`src/rtl/i2c_target_regs.sv`:
```
// I2C target with register-pointer addressing, multi-byte write/read and address NACK.
// Build option: define I2C_TARGET_AUTOINC_EN to auto-increment the pointer after each byte.
module i2c_target_regs #(
    parameter logic [6:0] BASE_ADDR   = 7'b1000000,
    parameter int         ADDR_PINS   = 6,
    parameter int         PTR_W       = 8,
    parameter int         SYNC_STAGES = 2
) (
    input  logic                 clk_i,
    input  logic                 rst_ni,
    input  logic [ADDR_PINS-1:0] addr_pins_i,
    input  logic                 scl_i,
    input  logic                 sda_i,
    output logic                 sda_oe_o,
    output logic                 reg_wr_o,
    output logic [PTR_W-1:0]     reg_addr_o,
    output logic [7:0]           reg_wdata_o,
    input  logic [7:0]           reg_rdata_i,
    output logic                 busy_o
);

`ifdef I2C_TARGET_AUTOINC_EN
    localparam bit AUTOINC = 1'b1;
`else
    localparam bit AUTOINC = 1'b0;
`endif

    typedef enum logic [3:0] {
        S_IDLE,
        S_ADDR,
        S_W_ACK,
        S_PTR,
        S_WDATA,
        S_R_ADDR_ACK,
        S_RDATA,
        S_R_MACK,
        S_IGNORE
    } state_t;

    state_t                 r_state;
    state_t                 r_next;
    logic [7:0]             r_shift;
    logic [3:0]             r_bit_cnt;
    logic [SYNC_STAGES-1:0] r_scl_sync;
    logic [SYNC_STAGES-1:0] r_sda_sync;
    logic                   r_scl_d;
    logic                   r_sda_d;

    logic                   w_scl;
    logic                   w_sda;
    logic                   w_start;
    logic                   w_stop;
    logic                   w_rise;
    logic                   w_fall;
    logic [6:0]             w_my_addr;
    logic [PTR_W-1:0]       w_ptr_load;

    // Idle bus is high on both lines, so the synchronisers reset to 1.
    always_ff @(posedge clk_i or negedge rst_ni) begin
        if (!rst_ni) begin
            r_scl_sync <= '1;
            r_sda_sync <= '1;
            r_scl_d    <= 1'b1;
            r_sda_d    <= 1'b1;
        end else begin
            r_scl_sync <= {r_scl_sync[SYNC_STAGES-2:0], scl_i};
            r_sda_sync <= {r_sda_sync[SYNC_STAGES-2:0], sda_i};
            r_scl_d    <= r_scl_sync[SYNC_STAGES-1];
            r_sda_d    <= r_sda_sync[SYNC_STAGES-1];
        end
    end

    assign w_scl   = r_scl_sync[SYNC_STAGES-1];
    assign w_sda   = r_sda_sync[SYNC_STAGES-1];
    assign w_start = w_scl & r_scl_d & r_sda_d & ~w_sda;
    assign w_stop  = w_scl & r_scl_d & ~r_sda_d & w_sda;
    assign w_rise  = w_scl & ~r_scl_d;
    assign w_fall  = ~w_scl & r_scl_d;

    generate
        if (ADDR_PINS >= 7) begin : g_addr_all_pins
            assign w_my_addr = addr_pins_i[6:0];
        end else begin : g_addr_mixed
            assign w_my_addr = {BASE_ADDR[6:ADDR_PINS], addr_pins_i};
        end

        if (PTR_W <= 8) begin : g_ptr_narrow
            assign w_ptr_load = r_shift[PTR_W-1:0];
        end else begin : g_ptr_wide
            assign w_ptr_load = {{(PTR_W-8){1'b0}}, r_shift};
        end
    endgenerate

    always_ff @(posedge clk_i or negedge rst_ni) begin
        if (!rst_ni) begin
            r_state     <= S_IDLE;
            r_next      <= S_PTR;
            r_shift     <= 8'h00;
            r_bit_cnt   <= 4'd0;
            sda_oe_o    <= 1'b0;
            reg_wr_o    <= 1'b0;
            reg_addr_o  <= '0;
            reg_wdata_o <= 8'h00;
            busy_o      <= 1'b0;
        end else begin
            reg_wr_o <= 1'b0;
            if (AUTOINC && reg_wr_o) begin
                reg_addr_o <= reg_addr_o + PTR_W'(1);
            end

            if (w_stop) begin
                r_state   <= S_IDLE;
                r_bit_cnt <= 4'd0;
                sda_oe_o  <= 1'b0;
                busy_o    <= 1'b0;
            end else if (w_start) begin
                // Repeated start keeps the pointer so a read can follow a pointer write.
                r_state   <= S_ADDR;
                r_bit_cnt <= 4'd0;
                sda_oe_o  <= 1'b0;
                busy_o    <= 1'b1;
            end else begin
                case (r_state)
                    S_ADDR, S_PTR, S_WDATA: begin
                        if (w_rise) begin
                            r_shift   <= {r_shift[6:0], w_sda};
                            r_bit_cnt <= r_bit_cnt + 4'd1;
                        end else if (w_fall && r_bit_cnt == 4'd8) begin
                            r_bit_cnt <= 4'd0;
                            if (r_state == S_ADDR) begin
                                if (r_shift[7:1] == w_my_addr) begin
                                    sda_oe_o <= 1'b1;
                                    r_next   <= S_PTR;
                                    r_state  <= r_shift[0] ? S_R_ADDR_ACK : S_W_ACK;
                                end else begin
                                    r_state <= S_IGNORE;
                                    busy_o  <= 1'b0;
                                end
                            end else if (r_state == S_PTR) begin
                                reg_addr_o <= w_ptr_load;
                                sda_oe_o   <= 1'b1;
                                r_next     <= S_WDATA;
                                r_state    <= S_W_ACK;
                            end else begin
                                reg_wdata_o <= r_shift;
                                reg_wr_o    <= 1'b1;
                                sda_oe_o    <= 1'b1;
                                r_next      <= S_WDATA;
                                r_state     <= S_W_ACK;
                            end
                        end
                    end
                    S_W_ACK: begin
                        if (w_fall) begin
                            sda_oe_o  <= 1'b0;
                            r_bit_cnt <= 4'd0;
                            r_state   <= r_next;
                        end
                    end
                    S_R_ADDR_ACK: begin
                        if (w_fall) begin
                            r_shift   <= reg_rdata_i;
                            sda_oe_o  <= ~reg_rdata_i[7];
                            r_bit_cnt <= 4'd1;
                            r_state   <= S_RDATA;
                        end
                    end
                    S_RDATA: begin
                        // r_bit_cnt counts bits already presented on SDA.
                        if (w_fall) begin
                            if (r_bit_cnt == 4'd8) begin
                                sda_oe_o  <= 1'b0;
                                r_bit_cnt <= 4'd0;
                                r_state   <= S_R_MACK;
                            end else begin
                                sda_oe_o  <= ~r_shift[6];
                                r_shift   <= {r_shift[6:0], 1'b0};
                                r_bit_cnt <= r_bit_cnt + 4'd1;
                            end
                        end
                    end
                    S_R_MACK: begin
                        if (w_rise) begin
                            if (w_sda) begin
                                r_state <= S_IGNORE;
                                busy_o  <= 1'b0;
                            end else if (AUTOINC) begin
                                reg_addr_o <= reg_addr_o + PTR_W'(1);
                            end
                        end else if (w_fall) begin
                            r_shift   <= reg_rdata_i;
                            sda_oe_o  <= ~reg_rdata_i[7];
                            r_bit_cnt <= 4'd1;
                            r_state   <= S_RDATA;
                        end
                    end
                    default: ;
                endcase
            end
        end
    end

endmodule

```
`config.mk`:
```
export PLATFORM = sky130hd
export DESIGN_NAME = i2c_target_regs
export DESIGN_NICKNAME = d
export VERILOG_FILES = /design/src/rtl/i2c_target_regs.sv
export SDC_FILE = /design/constraint.sdc
export NUM_CORES = 1
export LEC_CHECK = 0
export CAP_MARGIN = 25
export CORE_MARGIN = 3
export CORE_UTILIZATION = 50
export CTS_CLUSTER_SIZE = 30
export DETAILED_ROUTE_END_ITERATION = 8
export GPL_TIMING_DRIVEN = 0
export PLACE_DENSITY = 0.72
export RECOVER_POWER = 50
export SYNTH_ARGS = -nofsm -noshare
export SYNTH_HDL_FRONTEND = slang
export SYNTH_SLANG_ARGS = --single-unit
```
`constraint.sdc`:
```
create_clock -name clk_i -period 4.92 [get_ports clk_i]
set_input_delay 1.476 -clock clk_i [delete_from_list [all_inputs] [get_ports clk_i]]
set_output_delay 1.476 -clock clk_i [all_outputs]
set_load 0.02 [all_outputs]
```
* Word level (Yosys, flattened, before mapping) *
Index checks and enable logic that the tools add are counted.

cells by class
  mux-type cells = 60
  equality and inequality tests = 27
  add/sub/neg operators = 1
  reductions and logical operators = 13
  bitwise logic cells = 18

operators by type and width
  kind                                                                   count
  4-bit two-way mux                                                      23
  7-bit AND reduction                                                    6
  8-bit two-way mux                                                      5
  4-bit != test, second input constant                                   10
  4-bit case mux with 5 select lines                                     2
  8-bit case mux with 4 select lines                                     1
  1-bit two-way mux                                                      26
  4-bit by 3-bit equality test with 1-bit output, second input constant  4
  5-bit != test, second input constant                                   3
  1-bit NOT                                                              11
  4-bit by 2-bit equality test with 1-bit output, second input constant  2
  2-bit != test, second input constant                                   4
  4-bit nonzero test                                                     2
  1-bit AND                                                              7
  7-bit equality test                                                    1
  7-bit nonzero test                                                     1
  6-bit AND reduction                                                    1
  1-bit case mux with 5 select lines                                     1
  5-bit AND reduction                                                    1
  4-bit by 1-bit adder with 4-bit output, second input constant          1
  4-bit by 1-bit equality test with 1-bit output, second input constant  1
  4-bit equality test, second input constant                             1
  3-bit two-way mux                                                      1
  3-bit OR reduction                                                     1
  3 further kinds                                                        3

word-level totals
  input bits = 18
  bits in registers = 45
  logic and storage cells = 132

* Logic depth before layout (Yosys ltp) *
  depth in word-level cells = 8
  depth in mapped cells = 8

* Worst setup path before layout *
Ideal clock, no wire load.

  path type = input to register
  start = input addr_pins_i[0]
  end = register r_state[1]
  slack = 2.310 ns
  stages on the path = 5
  buffers on the path = 0
  data required time = 4.855 ns
  data arrival time = 2.545 ns
  library setup time = 0.065 ns
  cell sequence = xor2_1 nor3_1 a21oi_1 a2111oi_0 mux2_4

on the way
  longest elaborated chain between the ends = 8

RTL lines
  what                                RTL line  source
  from (decl)                         11        input logic [ADDR_PINS-1:0] addr_pins_i,
  7-bit equality test                 131       if (r_shift[7:1] == w_my_addr) begin
  4-bit two-way mux                   131
  4-bit two-way mux                   130       if (r_state == S_ADDR) begin
  4-bit two-way mux                   128       end else if (w_fall && r_bit_cnt == 4'd8) begin
  4-bit two-way mux                   125       if (w_rise) begin
  4-bit case mux with 5 select lines  123       case (r_state)
  4-bit two-way mux                   116       end else if (w_start) begin
  4-bit two-way mux                   111       if (w_stop) begin
  to (signal assigned)                134       r_state <= r_shift[0] ? S_R_ADDR_ACK : S_W_ACK;
  to (signal assigned)                157       r_state <= r_next;
  to (decl)                           40        state_t r_state;

No other way between the ends. The select of a mux whose other input is x is not followed.
A chain may end at the register's enable or synchronous reset.

* Final worst setup path *
Same ends and word-level chain as after synthesis.

==> metrics.txt <==
outcome complete, no violations; Seq/Total Area, Yosys 0.454; Synth Area in XOR/XNOR 0.0294; mux share of post-synthesis cell area 0.179; Commonest cells post-synth 36 x dfrtp_1, 19 x mux2_2, 14 x mux2_1, 12 x a21oi_1, 12 x nor2_1; setup repair after global routing missed its margin false; WP data required 5170 ps; ranking of synthesized cells by area dfrtp_1 38%, mux2_2 9.0%, dfstp_2 7.7%; clock share of power 0.284; Slew headroom 0.0357; filler cell count between 300 and 400; Yosys top cell by area dfrtp_1; Mapped Nets about 230; Post-synth EDFFs 0; critical-path maximum fanout 6; clk sinks between 40 and 50; Power Internal just under 0.7 mW; largest net degree at the start of global routing 29; antenna violations before repair 0; final wirelength between 5000 and 6000 um; Main synth FF type dfrtp_1; Finish-stage setup viols 0; Worst VDD drop approximately 0.17 mV; Final Hold Viols 0; initial DRC count between 150 and 200; setup TNS 0 ps; synth warn 0; total CTS buffers 5; switching power share of the total 0.334; Max Slew Vio Count 0; area share of the largest cell type after synthesis 0.377; mean post-synth cell area roughly 11 sq um; ys async rst share 1.00; post-route ant nets 0; Arr. time, crit path roughly 3300 ps; # DRC 0; area growth from synthesis to layout 22.4%; die area ~5600 sq um; worst setup path class in2reg; Seq pwr share 0.397; vias in the first global route about 1,900; H-tree depth 2; Mapped Cells between 200 and 250; share of layout cells above drive strength 1 0.185; Post-CTS Resized 0; fmax between 300 and 400 MHz; post-CTS setup buffers 0; Worst-Margin Slew between 1000 and 1500 ps; vias per inst ~5.9; placed wire-length estimate 3810 um; Die W 75.1 um; Starting Density 0.534; routability congestion estimate approximately 0.94; Comb power frac 0.318; hold buffer count at cts 0; Final Skew between 4 and 5 ps; first-pass GRT wire length between 9000 and 10,000 um; row count 24; wire per inst about 17 um; #FFs+latches synth 43; Vias between 1,500 and 2,000; crit end category register; clock tree from TritonCTS done; Power Dens Cells 349 nW/um^2; clk_lat worst skew just over 300 ps; Cell variety after synth between 50 and 60; Adder-Cell Fraction of Synth Area 0.0105; Synth Area in Simple Gates 0.126; pre-CTS setup slack between 1500 and 2000 ps; global-route usage over all layers 0.219; sw power between 0.3 and 0.4 mW; most frequent cell after synthesis dfrtp_1; Die H between 70 and 80 um; Buffers on Ports 36; max cap viols 0; post-synthesis compound-gate area fraction 0.162; post-route worst setup slack approximately 1800 ps; Core ar. ~4500 sq um; Antenna Cells 0; drt first pass iters 4; min cycle time layout 3080 ps; clock buffer depth 2; Synth Cell Area 2390 sq um; CTS Root Cell clkbuf_8; worst min path class reg2reg; fin crit share 0.625; Ports 37; largest family of logic cells by synthesized area multiplexers; clk slew on worst S/H paths approximately 90 ps; total global routing overflow 0; Leak approximately 1.3 nW; startpoint types input pin; Layout Nets 278
[worst paths after layout]
check / startpoint / end / slack (ps) / cells past startpoint
max: addr_pins_i[0] / r_state[1] / 1840 / 6
min: r_scl_sync[0] / r_scl_sync[1] / 360 / 0
max reg2reg: r_scl_sync[1] / r_shift[2] / 2490 / 5
min reg2reg: r_scl_sync[0] / r_scl_sync[1] / 360 / 0
max in group asynchronous: rst_ni / reg_addr_o[7] / 1860 / 2
min in group asynchronous: rst_ni / sda_oe_o / 1240 / 1
[layout make-up]
type	count	area, sq um	share of cell area
Multi-Input combinational cell	153	1210	0.414
Sequential cell	43	1080	0.371
Timing Repair Buffer	37	358	0.122
Buffer	13	71.3	0.0244
Clock buffer	5	68.8	0.0235
Tap cell	52	65.1	0.0223
Clock inverter	3	46.3	0.0158
Inverter	5	18.8	0.00642
[flip-flops by register name, summed over array words and instances (netlist names)]
register	count
r_shift	8
r_scl_sync	2
r_next	2
r_scl_d	1
reg_wdata_o	8
r_sda_d	1
r_bit_cnt	4
reg_addr_o	8
reg_wr_o	1
r_state	4
busy_o	1
sda_oe_o	1
r_sda_sync	2
[stage by stage]
stage | power, mW | area, sq um | utilization | hold WS, ps | std cells
2_1_floorplan | 0.644 | 2390 | - | 345 | 214
3_3_place_gp | 0.737 | 2810 | 0.629 | 345 | 302
3_5_place_dp | 0.737 | 2830 | 0.632 | 349 | 303
4_1_cts | 1.03 | 2940 | 0.658 | 362 | 311
5_1_grt | 1.08 | 2920 | 0.653 | 367 | 311
6_report | 1.02 | 2920 | 0.653 | 361 | 311
[layout by cell type, fill, tap and decap left out, drive strengths merged, types with 5 or more instances in the layout]
| cell type | synthesis | routed |
|---|---|---|
| dfrtp | 36 | 36 |
| nor2 | 12 | 12 |
| clkdlybuf4s50 | 0 | 33 |
| mux2 | 36 | 36 |
| inv | 5 | 6 |
| buf | 10 | 8 |
| nand3 | 10 | 10 |
| a21oi | 12 | 12 |
| dfstp | 7 | 7 |
| nand2 | 5 | 5 |
| nor2b | 5 | 5 |
| clkbuf | 3 | 12 |
| o21ai | 7 | 7 |
| a22o | 6 | 6 |
[worst max-delay path: stages]
cell	delay, ps
clkdlybuf4s50_1	410
xor2_1	160
nor3_1	320
a21oi_1	250
a2111oi_0	480
mux2_4	220
[power by group through the flow]
stage               Sequential, mW  Clock (mW)  Combinational, mW
floorplan                    0.415           0              0.228
global placement             0.413           0              0.324
detailed placement           0.413           0              0.324
CTS                          0.406       0.299              0.326
global route                 0.410       0.313              0.357
finish                       0.406       0.291              0.325
[routing by layer]
metal  wire length (um)  GRT usage
met3                286     0.0481
met4                 92      0.113
met1               2490      0.301
met2               2490      0.324
met5                  0          0
[cell families (layout without fill, tap and decap cells)]
| family | Yosys count | after routing |
|---|---|---|
| AOI/OAI and AO/OA | 53 | 53 |
| xor gates and xnor gates | 8 | 8 |
| adders and majority gates | 2 | 2 |
| buffers and inverters | 18 | 63 |
| DFF | 43 | 43 |
| muxes | 37 | 37 |
| and+or+nand+nor | 53 | 53 |
(Power assumes the default switching activity.)
==> patch (config.mk and constraints unchanged) <==
Put one more register stage on the output `reg_wdata_o`. The value now appears one clock later. The other outputs are not delayed to match.
--- a/src/rtl/i2c_target_regs.sv
+++ b/src/rtl/i2c_target_regs.sv
@@ -39,2 +39,4 @@
 
+    logic [7:0] reg_wdata_s0;
+
     state_t                 r_state;
@@ -102,3 +104,3 @@
             reg_addr_o  <= '0;
-            reg_wdata_o <= 8'h00;
+            reg_wdata_s0 <= 8'h00;
             busy_o      <= 1'b0;
@@ -144,3 +146,3 @@
                             end else begin
-                                reg_wdata_o <= r_shift;
+                                reg_wdata_s0 <= r_shift;
                                 reg_wr_o    <= 1'b1;
@@ -202,2 +204,6 @@
 
+    always_ff @(posedge clk_i) begin
+        reg_wdata_o <= reg_wdata_s0;
+    end
+
 endmodule
Check against the original RTL: no difference found for any inputs over 10 cycles, from zero or initial values and one cycle with rst_ni low; that may be too few to reach the edited logic, so the function may still have changed.
==> patch against the unedited design <==
Synthesized area rose by 4.9%; wire length up 0.84%; final cell count is 4.8% higher; total power up 13%; final area is 4.1% higher; worst setup slack gained 0.022 ns; critical path type unchanged; register-to-register slack gained 0.28 ns; sequential cell count increased by 8; sequential share of layout area up 3.8 points; worst hold slack better by 0.0036 ns; sequential power is 33% higher.
==> patch: results (changes against the unedited design) <==
min_path:
  holdPathEnd: "r_scl_sync[1]"  # unchanged
  hold_class: "reg2reg"  # unchanged
  hold-path-cell-count: 0  # unchanged
  hold_path.startpoint: "r_scl_sync[0]"  # unchanged
yosys:
  synthAdderAreaFrac_pct: 0.999  # was 1.05%
  yosys-top-cells-count: "dfrtp_1, mux2_2, o21ai_0"  # was dfrtp_1, mux2_2, mux2_1
  ys_top_cells_by_area: "dfrtp_1, mux2_2, dfstp_2"  # unchanged
  synth_compound_gate_area_share_pct: 12.1  # was 16.2%
  synth_top_family_by_area: "multiplexers"  # unchanged
  synth_nets: 234  # unchanged
  seq_area_frac_synth_pct: 49.7  # was 45.4%
  ys.warnings.count: 0  # unchanged
  synthMuxAreaShare_pct: 16.9  # was 17.9%
  synth-xor-area-share_pct: 2.45  # was 2.94%
  yosys.cell_types.count: 61  # was 55
  async_reset_ff_share_pct: 84.3  # was 100%
cts:
  clkSlewWorstSetupHoldPaths_ns: 0.09  # about the same
  worstSkewPairLatency_ns: 0.30
  cts_inserted_buffers: 5  # unchanged
  cts_root_buf: "clkbuf_8"  # unchanged
  htree_levels: 2  # unchanged
  cts_resized: 0  # unchanged
  postCtsSetupBuffers: 0  # unchanged
  cts_buffer_depth: 2  # unchanged
outcome:
  status: "completed"  # unchanged
sta:
  clock-skew-final_ns: 0.00658  # was 0.00488 ns
  final.setup.tns_ns: 0  # unchanged
  relSlewSlack_pct: 17.9  # was 3.57%
setup_path:
  r2r-end: "r_bit_cnt[2]"  # was r_shift[2]
  path_delay_family: "compound AO/OA/AOI/OAI gates"  # unchanged
  cp_max_fo: 3  # was 6
  cp.arrival_ns: 3.30  # was 3.33 ns
  slowest_stage: "nor3_1"  # was a2111oi_0
  r2r-start: "r_bit_cnt[0]"  # was r_scl_sync[1]
  reg2reg_slack_ns: 2.77  # was 2.49 ns
  max_stage_delay_ns: 0.42  # was 0.48 ns
  ff2ff_path_depth: 7  # was 5
cells_and_area:
  nNetsFinal: 278  # unchanged
  drive_above_1_share_pct: 27.4  # was 18.5%
  antennaDiodeCount: 0  # unchanged
power_and_ir_drop:
  p_leak_nw: 1.33  # was 1.30 nW
  p_seq_w: 0.000542  # was 0.000406 W
  pg_comb_w: 0.000358  # was 0.000325 W
  ir_worst_vdd_uv: 231  # was 173 µV
  p_sw_w: 0.000384  # was 0.000341 W
placed_design:
  place.gp.congestion: 0.886  # was 0.942
  io_buffers: 36  # unchanged
  hpwl_um: 3990  # was 3810 µm
grt:
  grt_pass1_wl_um: 9340  # was 9160 µm
  grtUsageTotal_pct: 19.9  # was 21.9%
  grt_max_degree: 24  # was 29
  antenna_found_initial: 0  # unchanged
  grt_pass1_vias: 1937  # was 1866
routing:
  via_per_inst: 5.67  # was 5.91
  first_iter_violations: 232  # was 155
  drt-pass1-iter-count: 4  # unchanged
  routed_wl_um: 5410  # was 5360 µm
-- patch: changes by cell type after synthesis, sizes merged, moves of 3 or more --
cell    unedited run  this run
nand3b             4         1
mux2i              1         4
o21ai              7        12
dfxtp              0         8
and2b              0         3
nand2              5        11
buf               10         5
a22o               6         2
a21oi             12         8
nor3               1         4
-- patch: stage by stage --
step	setup WS, ns	hold slack (ns)	instance area [µm²]	power (W)	std cells
6_report	1.87	0.365	3040	0.00115	326
5_1_grt	1.49	0.375	3040	0.00122	326
4_1_cts	1.90	0.360	3070	0.00116	326
3_5_place_dp	1.59	0.347	2970	0.000906	318
3_3_place_gp	1.22	0.344	2950	0.000896	317
2_1_floorplan	2.32	0.342	2500	0.000791	214
-- patch: worst max path at each step --
stage	slack, ns	endpoint	from
global route	1.49	r_next[2]	rst_ni
detailed placement	1.59	r_state[1]	addr_pins_i[2]
finish	1.87	r_state[1]	addr_pins_i[2]
floorplan	2.32	r_state[1]	addr_pins_i[2]
CTS	1.90	r_state[1]	addr_pins_i[2]
global placement	1.22	reg_wdata_s0[3]	rst_ni
-- patch: kinds of logic after synthesis --
kind of cell | count (synthesis)
AND/OR/NAND/NOR | 61
flip-flops | 51
AO/OA/AOI/OAI | 42
multiplexers | 38
buffers and inverters | 13
XOR/XNOR | 7
adder cells (fa/ha/maj) | 2
-- patch: metal layers --
layer	GRT usage, %	share of wire (%)	vias up
met5	0	0	-
met4	5.25	1.4	0
met3	4.34	7.5	9
met2	33.0	48	73
met1	26.5	43	893
li1	-	-	872
-- patch: area by class of cell --
cell class                      instances  area, µm²
Clock inverter                          2       13.8
Multi-Input combinational cell        150       1180
Sequential cell                        51       1240
Clock buffer                            6       82.6
Fill cell                             396       1740
Buffer                                  8       65.1
Timing Repair Buffer                   37        358
Tap cell                               67       83.8
Inverter                                5       18.8
